===== config.mk =====
export PLATFORM = sky130hd
export DESIGN_NAME = boot_loader
export DESIGN_NICKNAME = d
export VERILOG_FILES = /design/src/rtl/boot_loader.sv
export SDC_FILE = /design/constraint.sdc
export NUM_CORES = 1
export LEC_CHECK = 0
export ABC_AREA = 1
export CORE_UTILIZATION = 59
export CTS_BUF_LIST = sky130_fd_sc_hd__clkbuf_4 sky130_fd_sc_hd__clkbuf_8 sky130_fd_sc_hd__clkbuf_16
export DETAILED_ROUTE_END_ITERATION = 7
export GPL_ROUTABILITY_DRIVEN = 0
export HOLD_SLACK_MARGIN = 0.15
export PLACE_DENSITY = 0.86
export SETUP_SLACK_MARGIN = 0.3
export SLEW_MARGIN = 15
export SYNTH_ARGS = -nofsm -noshare
export SYNTH_HDL_FRONTEND = slang
export SYNTH_SLANG_ARGS = --single-unit

===== constraint.sdc =====
create_clock -name clk -period 4.5 [get_ports clk]
set_clock_uncertainty 0.15 [all_clocks]
set_input_delay 0.9 -clock clk [delete_from_list [all_inputs] [get_ports clk]]
set_output_delay 0.9 -clock clk [all_outputs]
set_load 0.05 [all_outputs]

===== src/rtl/boot_loader.sv =====
// boot_loader: receives a byte stream (count, big-endian 16-bit words,
// XOR checksum), writes each word to main memory from address 0 upward and
// holds the processor in reset until the image is loaded and verified.
//
// Handshake: a byte moves on a rising edge where rx_valid && rx_ready.
// rx_ready depends on the state only, never on rx_valid.
module boot_loader #(
    parameter int data_width = 16,
    parameter int addr_width = 8
) (
    input  logic                  clk,
    input  logic                  rst,
    input  logic [7:0]            rx_data,
    input  logic                  rx_valid,
    output logic                  rx_ready,
    output logic [addr_width-1:0] mem_addr,
    output logic [data_width-1:0] mem_wdata,
    output logic                  mem_wr,
    output logic                  cpu_rst,
    output logic                  load_done,
    output logic                  load_err
);

    localparam logic [2:0] S_COUNT = 3'd0;
    localparam logic [2:0] S_HI    = 3'd1;
    localparam logic [2:0] S_LO    = 3'd2;
    localparam logic [2:0] S_WRITE = 3'd3;
    localparam logic [2:0] S_CHK   = 3'd4;
    localparam logic [2:0] S_RUN   = 3'd5;
    localparam logic [2:0] S_ERR   = 3'd6;

    // A count byte of zero means a full memory image (2^addr_width words).
    localparam logic [addr_width:0] full_count = {1'b1, {addr_width{1'b0}}};
    localparam logic [addr_width:0] one        = {{addr_width{1'b0}}, 1'b1};

    logic [2:0]            state;
    logic [addr_width:0]   count_n;   // one bit wider so 2^addr_width fits
    logic [addr_width:0]   word_idx;
    logic [7:0]            xor_acc;
    logic [7:0]            hi_byte;
    logic [addr_width-1:0] addr_q;    // holds the last written address
    logic [data_width-1:0] wdata_q;   // holds the last written word
    logic                  accept;

    assign accept = rx_valid && rx_ready;

    // Byte acceptance is allowed only in the states that wait for input.
    always_comb begin
        rx_ready = 1'b0;
        case (state)
            S_COUNT, S_HI, S_LO, S_CHK: rx_ready = 1'b1;
            default:                    rx_ready = 1'b0;
        endcase
    end

    // Loader FSM plus the word assembly, checksum and address registers.
    always_ff @(posedge clk) begin
        if (rst) begin
            state    <= S_COUNT;
            count_n  <= '0;
            word_idx <= '0;
            xor_acc  <= '0;
            hi_byte  <= '0;
            addr_q   <= '0;
            wdata_q  <= '0;
        end else begin
            case (state)
                S_COUNT: if (accept) begin
                    count_n  <= (rx_data == 8'h00) ? full_count
                                                   : {1'b0, rx_data[addr_width-1:0]};
                    xor_acc  <= rx_data;
                    word_idx <= '0;
                    state    <= S_HI;
                end
                S_HI: if (accept) begin
                    hi_byte <= rx_data;
                    xor_acc <= xor_acc ^ rx_data;
                    state   <= S_LO;
                end
                S_LO: if (accept) begin
                    xor_acc <= xor_acc ^ rx_data;
                    // Address/data are captured here so they stay stable
                    // after the write until the next word replaces them.
                    addr_q  <= word_idx[addr_width-1:0];
                    wdata_q <= {hi_byte, rx_data};
                    state   <= S_WRITE;
                end
                S_WRITE: begin
                    if (word_idx == count_n - one) begin
                        state <= S_CHK;
                    end else begin
                        word_idx <= word_idx + one;
                        state    <= S_HI;
                    end
                end
                S_CHK: if (accept) begin
                    state <= (rx_data == xor_acc) ? S_RUN : S_ERR;
                end
                S_RUN:   state <= S_RUN;
                S_ERR:   state <= S_ERR;
                default: state <= S_COUNT;
            endcase
        end
    end

    // Status and memory port decode. The write strobe is suppressed while rst
    // is high so a reset landing on S_WRITE aborts that write.
    always_comb begin
        mem_addr  = addr_q;
        mem_wdata = wdata_q;
        mem_wr    = (state == S_WRITE) && !rst;
        cpu_rst   = (state != S_RUN);
        load_done = (state == S_RUN);
        load_err  = (state == S_ERR);
    end

endmodule

==> results.md <==
- The buffer levels on the longest clock path is 2.
- The CTS tree is done.
- After routing the design area is 0.00357 sq mm.
- The startpoint type of the worst setup path is a flip-flop.
- The mean post-synth cell area is approximately 7 sq um.
- Clock-pin slew was measured on the worst setup and hold paths at 0.07 ns.
- The capture instance of the worst register-to-register path is word_idx[0].
- The top cell types in the final layout, fill and taps aside, are 78 x sky130_fd_sc_hd__nand2_1, 61 x sky130_fd_sc_hd__dfxtp_1, 54 x sky130_fd_sc_hd__nor2_1.
- 40 I/O pins were placed.
- The via count of the routed design is ~2900.
- Dividing the detail-routed via count by the number of cells gives 5.39.
- The total placed instance area is 0.00339 sq mm.
- The effective utilization at floorplan is 0.619.
- The kind of path behind the tightest hold check is flip-flop to flip-flop.
- The floorplan step defined a die boundary enclosing roughly 0.0053 sq mm.
- The first-pass GRT wire length is 11600 um.
- The reported max-cap violation count is 0.
- On the final layout, the worst hold slack is 0.337 ns.
- From synthesis to final layout, the design area changed by 20.5%.
- The reg2reg setup slack is 2.39 ns.
- After floorplanning, the core was divided into 25 placement rows.
- The number of instances in the synthesized netlist is 425.
- The overall overflow remaining after global route is 0.
- The number of fill cells is 376.
- The post-route non-filler standard cell count is 534.
- The area of the multi-input gates is 0.00149 sq mm.
- The tree is rooted in a sky130_fd_sc_hd__clkbuf_8.
- The start-to-end type of the worst setup path is flip-flop to output port.
- Along the worst path, the maximum fanout reaches 9.
- The post-route clock period utilization is 0.767.
- The worst pin sits at a relative slew slack of 0.309.
- The largest single stage delay on the critical path is slightly above 0.8 ns.
- The run finished with clean final reports.
- The floorplan die width is 72.9 um.
- Walking the worst path, the cells encountered are nand2_1 > nor2_4 > clkinv_1 > nor2_1 > clkdlybuf4s50_1.
- The cell accounting for the most synthesized area is sky130_fd_sc_hd__dfxtp_1.
- The count of TritonRoute iterations in the first routing pass is 4.
- The worst register-to-register path begins at state[2].
- Once detail routing completed, the nets flagged for antenna violations numbered 0.
- The all-layer global routing usage is 0.291.
- In this run the tool buffered the top-level ports with 39 buffer cells.
- Across the VDD grid, the largest voltage drop is 0.263 mV.
- The clock period minus worst slack is 3.45 ns.
- The region available for standard cell placement spans 0.00479 sq mm.
- The library cell used most frequently in the layout, excluding fill and tap cells, is sky130_fd_sc_hd__nand2_1.
- The cell area that synthesis handed to floorplanning was about 0.003 sq mm.
- The data arrival time of the critical path is between 2 and 2.5 ns.
- The share of synthesized area in the top cell type comes to 0.412.
- The number of global-route vias before repair was 2584.
- The highest-delay cell along the critical path is sky130_fd_sc_hd__clkdlybuf4s50_1.
- The clock reaches the later pin of the worst-skew pair after between 0.3 and 0.4 ns.
- The average wire per standard cell is 13.3 um.
- The number of hold buffers added after CTS was 0.
- The worst hold path begins at word_idx[3].
- The transition at the pin with the smallest max-transition slack is 1.04 ns.
- Setup total negative slack on the finished layout was measured at 0 ns.
- The sequential cell area is 0.00122 sq mm.
- For this run, the register share of the synthesized area comes to 0.412.
- Yosys attributes the largest share of cell area to sky130_fd_sc_hd__dfxtp_1 41%, sky130_fd_sc_hd__nand2_1 9.9%, sky130_fd_sc_hd__o21ai_0 8.1%.
- The number of nets in the synthesized netlist is 438.
- Dividing total power by cell area gives a power density of between 300 and 400 mW/mm^2.
- The die is 72.9 um tall.
- The number of antenna diodes is 0.
- For this block, the routed nets add up to 7080 um of wire.
- The H-tree was split into 3 levels.
- The count of routing violations after the opening detailed-route iteration is 234.
- The number of setup buffers added after CTS is 0.
- The maximum number of pins on one net before global-route repair is 44.
- The share of layout cells above drive strength 1 is 0.0792.
- The number of failing hold endpoints at the final stage was 0.
- The synthesized design contains 61 register bits.
- The count of warnings emitted by yosys is 0.
- In the final design database the tool counted 475 nets.
- Data on the critical path is required at its endpoint by 3.45 ns.
- Setup repair after global routing left no endpoint under its margin.
- The leakage power total is 1.47 nW.
- After detailed routing, the number of remaining DRC violations is 0.
- Clock tree synthesis inserted a total of 9 buffers.
- The synthesized netlist contains 29 unique library cells.
- The placed wire-length estimate after detailed placement is 4920 um.
- Measured in cells, the most critical reg-to-reg path has a length of 8.
- The final-report max-slew violation count was 0.
- Setup violations remaining at the end of the flow were counted as 0.
- The maximum frequency from static timing analysis is 0.290 GHz.
- The worst hold path was traced through 2 stages.
- The worst setup path is captured at an output port.
- The path with the worst hold slack has its endpoint at word_idx[3].
- The placed instance count is 518.
- CTS saw 61 sinks.
- The total of cells resized after clock tree synthesis is 0.
- The number of antenna violations at the first check in global routing is 0.
-- metal layers --
| metal | vias up | wire length, um | part of all wire | global-route usage |
|---|---|---|---|---|
| met2 | 92 | 3460 | 0.49 | 0.474 |
| met4 | 0 | 208 | 0.029 | 0.131 |
| met1 | 1315 | 3030 | 0.43 | 0.361 |
| met3 | 19 | 375 | 0.053 | 0.0773 |
| li1 | 1453 | - | - | - |
| met5 | - | 0 | 0 | 0 |
-- per-stage QoR --
step	total power, W	setup WS, ns	util
2_1_floorplan	0.000849	1.44	-
5_1_grt	0.00143	0.941	0.746
4_1_cts	0.00137	1.06	0.746
6_report	0.00137	1.05	0.746
3_5_place_dp	0.000933	1.13	0.709
3_3_place_gp	0.000922	1.12	0.709
-- how the worst max path moves through the flow --
stage / from / to / slack, ns
3_3_place_gp: rst / mem_wr / 1.12
3_5_place_dp: rst / mem_wr / 1.13
4_1_cts: state[0] / mem_wr / 1.06
6_report: state[0] / mem_wr / 1.05
5_1_grt: state[0] / mem_wr / 0.94
2_1_floorplan: rst / mem_wr / 1.44
-- registers in the layout, indices dropped and copies added, names as in the netlist --
| register | count |
|---|---|
| hi_byte | 8 |
| count_n | 9 |
| state | 3 |
| mem_wdata | 16 |
| xor_acc | 8 |
| mem_addr | 8 |
| word_idx | 9 |
-- worst max-delay path: cells and delay by family, from the launching register on --
kind,cells,cell delay (ns)
flip-flops,1,0.40
AND/OR/NAND/NOR,3,0.57
buffers and inverters,2,1.09
-- power breakdown --
group          switching, W  total, W  internal [W]
Clock              0.000221  0.000446      0.000225
Combinational      0.000214  0.000319      0.000105
Sequential        0.0000274  0.000606      0.000579
-- cell usage after synthesis --
cell type	count
sky130_fd_sc_hd__nand2_1	78
sky130_fd_sc_hd__dfxtp_1	61
sky130_fd_sc_hd__nor2_1	55
sky130_fd_sc_hd__inv_1	48
sky130_fd_sc_hd__o21ai_0	48
sky130_fd_sc_hd__a21oi_1	39
sky130_fd_sc_hd__nand3_1	22
sky130_fd_sc_hd__clkbuf_1	9
sky130_fd_sc_hd__nor3b_1	8
sky130_fd_sc_hd__xor2_1	8
sky130_fd_sc_hd__nor2_2	5
sky130_fd_sc_hd__nor3_1	5
sky130_fd_sc_hd__xnor2_1	5
sky130_fd_sc_hd__a21oi_2	4
sky130_fd_sc_hd__buf_2	4
sky130_fd_sc_hd__nand4_1	4
sky130_fd_sc_hd__nor4_1	4
sky130_fd_sc_hd__nor2_4	3
sky130_fd_sc_hd__buf_1	2
sky130_fd_sc_hd__ha_1	2
sky130_fd_sc_hd__nand2_2	2
sky130_fd_sc_hd__o22ai_1	2
sky130_fd_sc_hd__a211oi_1	1
sky130_fd_sc_hd__clkinv_1	1
sky130_fd_sc_hd__inv_2	1
sky130_fd_sc_hd__nand2_4	1
sky130_fd_sc_hd__nand3_4	1
sky130_fd_sc_hd__o21ai_1	1
sky130_fd_sc_hd__or2_2	1
-- cell families after synthesis --
group           Yosys count  synth area share
simple gates            189             0.289
compound gates           95             0.167
buf+inv                  65            0.0841
flops                    61             0.412
xor+xnor                 13            0.0384
fa+ha+maj                 2           0.00845
-- layout make-up --
cell class / count / share of cell area
repair buffers: 41 / 0.114
flip-flops and latches: 61 / 0.342
inverters: 50 / 0.0526
multi-input cells: 299 / 0.419
clock buffers: 12 / 0.0428
well taps: 67 / 0.0235
clock inverters: 4 / 0.00666
Note: power is estimated with default switching activity, not from simulation.
